### src/rtl/beat_pattern_gen.sv
// Beatmap note-value generator: repeating arithmetic sequence START..END by STEP,
// wrap or bounce traversal, runtime beat period, optional loop limit, valid/ready output.
module beat_pattern_gen #(
    parameter int unsigned DATA_W   = 8,
    parameter int unsigned START    = 200,
    parameter int unsigned END      = 216,
    parameter int unsigned STEP     = 4,
    parameter int unsigned MODE     = 0,
    parameter int unsigned LOOPS    = 0,
    parameter int unsigned PERIOD_W = 16
) (
    input  logic                clk,
    input  logic                reset,
    input  logic                enable,
    input  logic                restart,
    input  logic [PERIOD_W-1:0] period,
    input  logic                out_ready,
    output logic                out_valid,
    output logic [DATA_W-1:0]   out_data,
    output logic                out_last,
    output logic                done
);

    localparam int unsigned      PassW  = $clog2(LOOPS + 2);
    localparam logic [DATA_W:0]  StartX = (DATA_W+1)'(START);
    localparam logic [DATA_W:0]  EndX   = (DATA_W+1)'(END);
    localparam logic [DATA_W:0]  StepX  = (DATA_W+1)'(STEP);
    localparam logic [DATA_W-1:0] StartD = DATA_W'(START);
    localparam logic [PassW-1:0] LoopsP = PassW'(LOOPS);

    typedef enum logic [1:0] {StIdle, StWait, StPresent, StDone} state_e;

    state_e              state_q, state_d;
    logic [PERIOD_W-1:0] timer_q, timer_d;
    logic [PERIOD_W-1:0] period_q, period_d;
    logic [DATA_W-1:0]   data_q, data_d;
    logic                dir_q, dir_d;  // 1 = descending
    logic [PassW-1:0]    pass_q, pass_d;

    logic [PERIOD_W-1:0] period_eff;
    logic [DATA_W:0]     up_sum;
    logic [DATA_W:0]     dn_diff;
    logic                up_ok;
    logic                dn_ok;
    logic                is_last;
    logic [DATA_W-1:0]   nxt_data;
    logic                nxt_dir;
    logic [PassW-1:0]    pass_inc;

    assign period_eff = (period == '0) ? PERIOD_W'(1) : period;

    // Sequence math at DATA_W+1 bits so nothing wraps through 2^DATA_W.
    assign up_sum  = {1'b0, data_q} + StepX;
    assign dn_diff = {1'b0, data_q} - StepX;
    assign up_ok   = (up_sum <= EndX);
    assign dn_ok   = ({1'b0, data_q} >= StepX) && (dn_diff >= StartX);
    assign is_last = (MODE == 0 || !dir_q) ? !up_ok : !dn_ok;
    assign pass_inc = pass_q + PassW'(1);

    always_comb begin
        nxt_data = StartD;
        nxt_dir  = dir_q;
        if (MODE == 0) begin
            nxt_data = up_ok ? up_sum[DATA_W-1:0] : StartD;
        end else if (!dir_q) begin
            if (up_ok) begin
                nxt_data = up_sum[DATA_W-1:0];
            end else begin
                nxt_dir  = 1'b1;
                nxt_data = dn_ok ? dn_diff[DATA_W-1:0] : StartD;
            end
        end else begin
            if (dn_ok) begin
                nxt_data = dn_diff[DATA_W-1:0];
            end else begin
                nxt_dir  = 1'b0;
                nxt_data = up_ok ? up_sum[DATA_W-1:0] : StartD;
            end
        end
    end

    always_comb begin
        state_d  = state_q;
        timer_d  = timer_q;
        period_d = period_q;
        data_d   = data_q;
        dir_d    = dir_q;
        pass_d   = pass_q;
        if (restart) begin
            state_d = StIdle;
            timer_d = '0;
            pass_d  = '0;
            data_d  = StartD;
            dir_d   = 1'b0;
        end else begin
            unique case (state_q)
                StIdle: begin
                    if (enable) begin
                        period_d = period_eff;
                        timer_d  = '0;
                        state_d  = StWait;
                    end
                end
                StWait: begin
                    if (enable) begin
                        if (timer_q == period_q - PERIOD_W'(1)) begin
                            timer_d = '0;
                            state_d = StPresent;
                        end else begin
                            timer_d = timer_q + PERIOD_W'(1);
                        end
                    end
                end
                StPresent: begin
                    if (out_ready) begin
                        data_d   = nxt_data;
                        dir_d    = nxt_dir;
                        period_d = period_eff;
                        if (is_last) begin
                            pass_d = pass_inc;
                        end
                        if (LOOPS != 0 && is_last && pass_inc == LoopsP) begin
                            state_d = StDone;
                        end else if (period_eff == PERIOD_W'(1)) begin
                            state_d = StPresent;
                        end else begin
                            // The handshake cycle counts as the first of the period.
                            timer_d = PERIOD_W'(1);
                            state_d = StWait;
                        end
                    end
                end
                StDone: begin
                end
                default: state_d = StIdle;
            endcase
        end
    end

    always_ff @(posedge clk or posedge reset) begin
        if (reset) begin
            state_q  <= StIdle;
            timer_q  <= '0;
            period_q <= PERIOD_W'(1);
            data_q   <= StartD;
            dir_q    <= 1'b0;
            pass_q   <= '0;
        end else begin
            state_q  <= state_d;
            timer_q  <= timer_d;
            period_q <= period_d;
            data_q   <= data_d;
            dir_q    <= dir_d;
            pass_q   <= pass_d;
        end
    end

    assign out_valid = (state_q == StPresent);
    assign out_data  = data_q;
    assign out_last  = out_valid && is_last;
    assign done      = (state_q == StDone);

endmodule

### config.mk
export PLATFORM = sky130hd
export DESIGN_NAME = beat_pattern_gen
export DESIGN_NICKNAME = d
export VERILOG_FILES = /design/src/rtl/beat_pattern_gen.sv
export SDC_FILE = /design/constraint.sdc
export NUM_CORES = 1
export LEC_CHECK = 0
export BUFFER_PORTS_ARGS = -buffer_cell sky130_fd_sc_hd__buf_2
export CAP_MARGIN = 10
export CORE_ASPECT_RATIO = 0.5
export CORE_MARGIN = 2
export CORE_UTILIZATION = 30
export DETAILED_ROUTE_END_ITERATION = 6
export SYNTH_ARGS = -nofsm -noshare
export SYNTH_HDL_FRONTEND = slang
export SYNTH_SLANG_ARGS = --single-unit
### constraint.sdc
create_clock -name clk -period 5.5 [get_ports clk]
set_clock_uncertainty 0.1 [all_clocks]
set_input_delay 1.1 -clock clk [delete_from_list [all_inputs] [get_ports clk]]
set_output_delay 1.1 -clock clk [all_outputs]
set_load 0.02 [all_outputs]
======== Yosys cells after proc, flatten, opt, wreduce, memory -nomap -nowiden ========
Index checks and enable logic that the tools add are counted.
word-level totals
  ROM bits ................................ 0
  input bits .............................. 21
  RAM bits ................................ 0
  memories kept ........................... 0
  output and inout port bits .............. 11
  bits in latches ......................... 0
  register bits ........................... 42
operators by class
  order comparisons ....................... 1
  divide/modulo/power cells ............... 0
  equal/unequal tests ..................... 12
  multiply operators ...................... 0
  multiplexer cells ....................... 22
  bitwise operators ....................... 1
  reductions and logical operators ........ 12
  $add $sub $neg .......................... 3
  shift operators ......................... 0
operator list
  cell                                                                   number
  16-bit two-way mux                                                     9
  16-bit case mux with 3 select lines                                    1
  8-bit two-way mux                                                      4
  16-bit case mux with 2 select lines                                    1
  16-bit by 1-bit adder with 16-bit output, second input constant        1
  16-bit by 1-bit == test with 1-bit output, second input constant       1
  16-bit == test                                                         1
  16-bit zero test                                                       1
  16-bit by 1-bit subtractor with 16-bit output, second input constant   1
  3-bit != test, second input constant                                   5
  2-bit two-way mux                                                      6
  5-bit AND reduction                                                    2
  8-bit by 3-bit adder with 9-bit output, second input constant          1
  9-bit by 8-bit <= comparator with 1-bit output, second input constant  1
  2-bit case mux with 3 select lines                                     1
  2-bit nonzero test                                                     3
  2-bit == test, second input constant                                   2
  2-bit != test, second input constant                                   2
  4-bit AND reduction                                                    1
  4-bit nonzero test                                                     1
  2-bit by 1-bit == test with 1-bit output, second input constant        1
  2-bit zero test                                                        1
  2-bit AND reduction                                                    1
  1-bit logical AND                                                      1
  2 further kinds                                                        2

======== Depth between registers and ports, before layout ========
  word-level depth ........................ 7
  depth in mapped cells ................... 10
  depth with buffers taken out ............ 9

======== Worst setup path before layout ========
No wires, ideal clock.
  path kind ............................... register -> output
  start point ............................. reg data_q[3], in the netlist out_data[3]
  end point ............................... out out_last
  setup slack ............................. 2,469 ps
  path buffers ............................ 0
  cell stages (with the launch flop) ...... 7
  required time ........................... 4,300 ps
  data arrival time ....................... 1,831 ps
  cells stage by stage .................... dfstp_2 ha_1 nand2b_1 a211o_1 a32oi_1 o21ai_0 a21oi_1
on the way
  longest elaborated chain between the ends .. 4
ends and longest elaborated chain
  what                                            RTL line  RTL
  start, declared                                 36        logic [DATA_W-1:0] data_q, data_d;
  start signal, assigned                          145       data_q <= StartD;
  start signal, assigned                          152       data_q <= data_d;
  8-bit by 3-bit adder with 9-bit output          53        assign up_sum = {1'b0, data_q} + StepX;
  9-bit by 8-bit <= comparator with 1-bit output  55        assign up_ok = (up_sum <= EndX);
  1-bit zero test                                 57        assign is_last = (MODE == 0 || !dir_q) ? !up_ok : !dn_ok;
  1-bit logical AND                               160       assign out_last = out_valid && is_last;
  end, declared                                   20        output logic out_last,
No other way between the ends.

======== Worst setup path in the final report ========
Ends and elaborated chain as after synthesis.

==> results_dict.tcl <==
set metrics [dict create \
    final_common_cell "dfrtp_1" \
    irDropWorstVdd_mv 0.136 \
    power_density_nw_per_um2 403 \
    drt_wl_total_um 6040 \
    worstReg2RegStart "period_q[1]" \
    finalCritPeriodShare_pct 61.0 \
    ys_seq_elements 40 \
    status "complete, no violations" \
    cts_sinks 40 \
    clk_latency_ns 0.28 \
    synthesis.area_um2 2670 \
    reg2reg_to "timer_q[9]" \
    worstPathCellList "ha_1, nand2b_1, a211o_1, a32oi_1, o21ai_0, a21oi_1, buf_2" \
    synth_top_family_by_area "simple AND/OR/NAND/NOR gates" \
    synth_compound_area_share_pct 14.3 \
    regArea_um2 1010 \
    async_reset_ff_share_pct 100 \
    synth_mux_area_share_pct 5.49 \
    die_y_um 70.7 \
    dp_slack_ns 2.41 \
    tritoncts "done" \
    hold_depth 2 \
    vias 2162 \
    synth_xor_area_share_pct 11.9 \
    htree_levels 2 \
    rsz0062_at_grt "no" \
    cts_setup_buffers 0 \
    max_freq_ghz 0.298 \
    cts_buffers 5 \
    drt_iter0_markers 94 \
    drc 0 \
    p_leak_nw 1.33 \
    yosysTopAreaCell "dfrtp_1" \
    final_cell_mix "dfrtp_1, nor2_1, buf_2" \
    start_kind "flop" \
    drv_cap 0 \
    power_switching_mw 0.449 \
    critPathMaxFanout 5 \
    endpoint_kind "primary output" \
    crit_type "reg -> out" \
    finalCriticalPeriod_ns 3.36 \
    layout-drive-gt1-share_pct 22.0 \
    cp_num_buf_inv 1 \
    synth_top_area_share_pct 33.8 \
    cp_data_required_time_ns 4.30 \
    overflow 0 \
    dieArea_um2 9710 \
    final_net_count 342 \
    grt_usage_pct 13.7 \
    yosysSeqAreaShare_pct 37.7 \
    synth_ff_type "dfrtp_1" \
    synth_area_leaders "dfrtp_1, xor2_1, mux2_2" \
    multi_input_area_um2 1570 \
    endpoint "out_last" \
    hold_buffers 0 \
    die_w_um 137 \
    fin_ws_ns 2.14 \
    finalHoldViolCount 0 \
    vias_per_cell 5.02 \
    start_util_pct 30.8 \
    finalSetupTns_ns 0 \
    hold_ws_ns 0.437 \
    slowest_stage "dfstp_2" \
    place_hpwl_um 4480 \
    syn-instance-count 282 \
    slowest_delay_ns 0.55 \
    swShare_pct 35.8 \
    tightest_slew_ns 0.578 \
    critPathArrivalTime_ns 2.16 \
    pin_count 32 \
    antenna-diode-count 0 \
    dr.pass1.iters 4 \
    numPortBuffers 29 \
    r2r_slack_ns 2.44 \
    ff2ff_path_depth 9 \
    maxSlewViolCount 0 \
    pwr-share-clk_pct 26.2 \
    gp_congestion 0.805 \
    synth-simple-area-share_pct 22.8 \
    grt_pass1_wl_um 10400 \
    cts_max_path_buffers 2 \
    p_comb_share_pct 36.6 \
    worst-path-stages 7 \
    post_drt_wl_per_cell_um 14.0 \
    clk_pin_slew_ns 0.06 \
    maxSlewHeadroom_pct 61.1 \
    antenna_found_initial 0 \
    fp.coreArea_um2 8680 \
    pwr-share-seq_pct 37.2 \
    first_global_vias 2122 \
    cts_resized 0 \
    setup_violations 0 \
    synth_edf_count 0 \
    syn_area_per_cell_um2 9.46 \
    ys_warn_count 0 \
    rows 24 \
    syn_to_final_growth_pct 16.5 \
    ant_nets 0 \
    crit_start "out_data[3]" \
    grt_max_degree 41 \
    worstHoldPathType "reg -> reg" \
    cts_root_buf "clkbuf_16" \
    nFillCells 877 \
    cpLargestDelayFamily "compound AO/OA/AOI/OAI gates" \
    synth_fa_ha_area_share_pct 3.75 \
    p_int_mw 0.805 \
    synth_cell_types 60 \
]
==> per-stage QoR <==
step	cells	utilization (%)	cell area, um2	power [mW]
2_1_floorplan	283	-	2670	0.819
3_3_place_gp	423	33.9	2950	0.922
3_5_place_dp	423	33.9	2950	0.926
4_1_cts	431	35.8	3110	1.26
5_1_grt	431	35.8	3110	1.34
6_report	431	35.8	3110	1.25
==> logic make-up (layout without fill, tap and decap cells) <==
group,after synthesis,count (layout)
and+or+nand+nor,108,108
AOI/OAI and AO/OA,53,53
DFF,40,40
xor gates and xnor gates,33,33
buffers and inverters,26,57
muxes,13,13
adders and majority gates,8,8
other,1,2
==> flip-flops by register name, indices dropped and copies added, names as in the netlist <==
name,flops
period_q,16
out_data,6
timer_q,16
state_q,2
==> how the worst min path moves through the flow <==
stage,from,endpoint
3_5_place_dp,out_data[3],out_data[3]
2_1_floorplan,period_q[15],period_q[15]
3_3_place_gp,out_data[3],out_data[3]
5_1_grt,out_data[3],out_data[3]
6_report,out_data[3],out_data[3]
4_1_cts,out_data[3],out_data[3]
==> final cells by class <==
type                    instances  area share (%)
clock inverters                 2            1.13
well taps                     117            4.71
multi-input cells             217            50.3
clock buffers                   6            4.14
repair buffers                 31            5.15
flip-flops and latches         40            32.4
inverters                      18            2.17
==> layer usage <==
| layer | track usage [%] | part of all wire (%) | vias to the layer above |
|---|---|---|---|
| met1 | 19.5 | 51 | 1041 |
| met5 | 0 | 0 | - |
| met2 | 20.7 | 44 | 40 |
| met3 | 3.30 | 4.1 | 8 |
| li1 | - | - | 1073 |
| met4 | 3.89 | 1.2 | 0 |
==> worst min-delay path: stages (launching register included) <==
cell and delay (ns):
dfstp_2 0.38, inv_1 0.07, a22oi_1 0.08
==> power by group through the flow <==
| stage | combinational [mW] | clock (mW) | sequential (mW) |
|---|---|---|---|
| 2_1_floorplan | 0.390 | 0 | 0.429 |
| 3_3_place_gp | 0.454 | 0 | 0.468 |
| 3_5_place_dp | 0.456 | 0 | 0.470 |
| 4_1_cts | 0.459 | 0.339 | 0.466 |
| 5_1_grt | 0.509 | 0.352 | 0.480 |
| 6_report | 0.459 | 0.328 | 0.467 |
==> synthesized netlist by cell type, drive strengths merged, types with 3 or more instances <==
master	instances
a211o	3
a21oi	8
a22oi	5
and3	4
buf	3
clkbuf	5
dfrtp	36
dfstp	4
ha	8
inv	18
mux2	13
nand2	15
nand2b	7
nand3	10
nand3b	3
nand4	5
nor2	30
nor3	5
nor4	6
o21ai	14
or2	4
or4	7
xnor2	14
xor2	17
(Power assumes the default switching activity.)
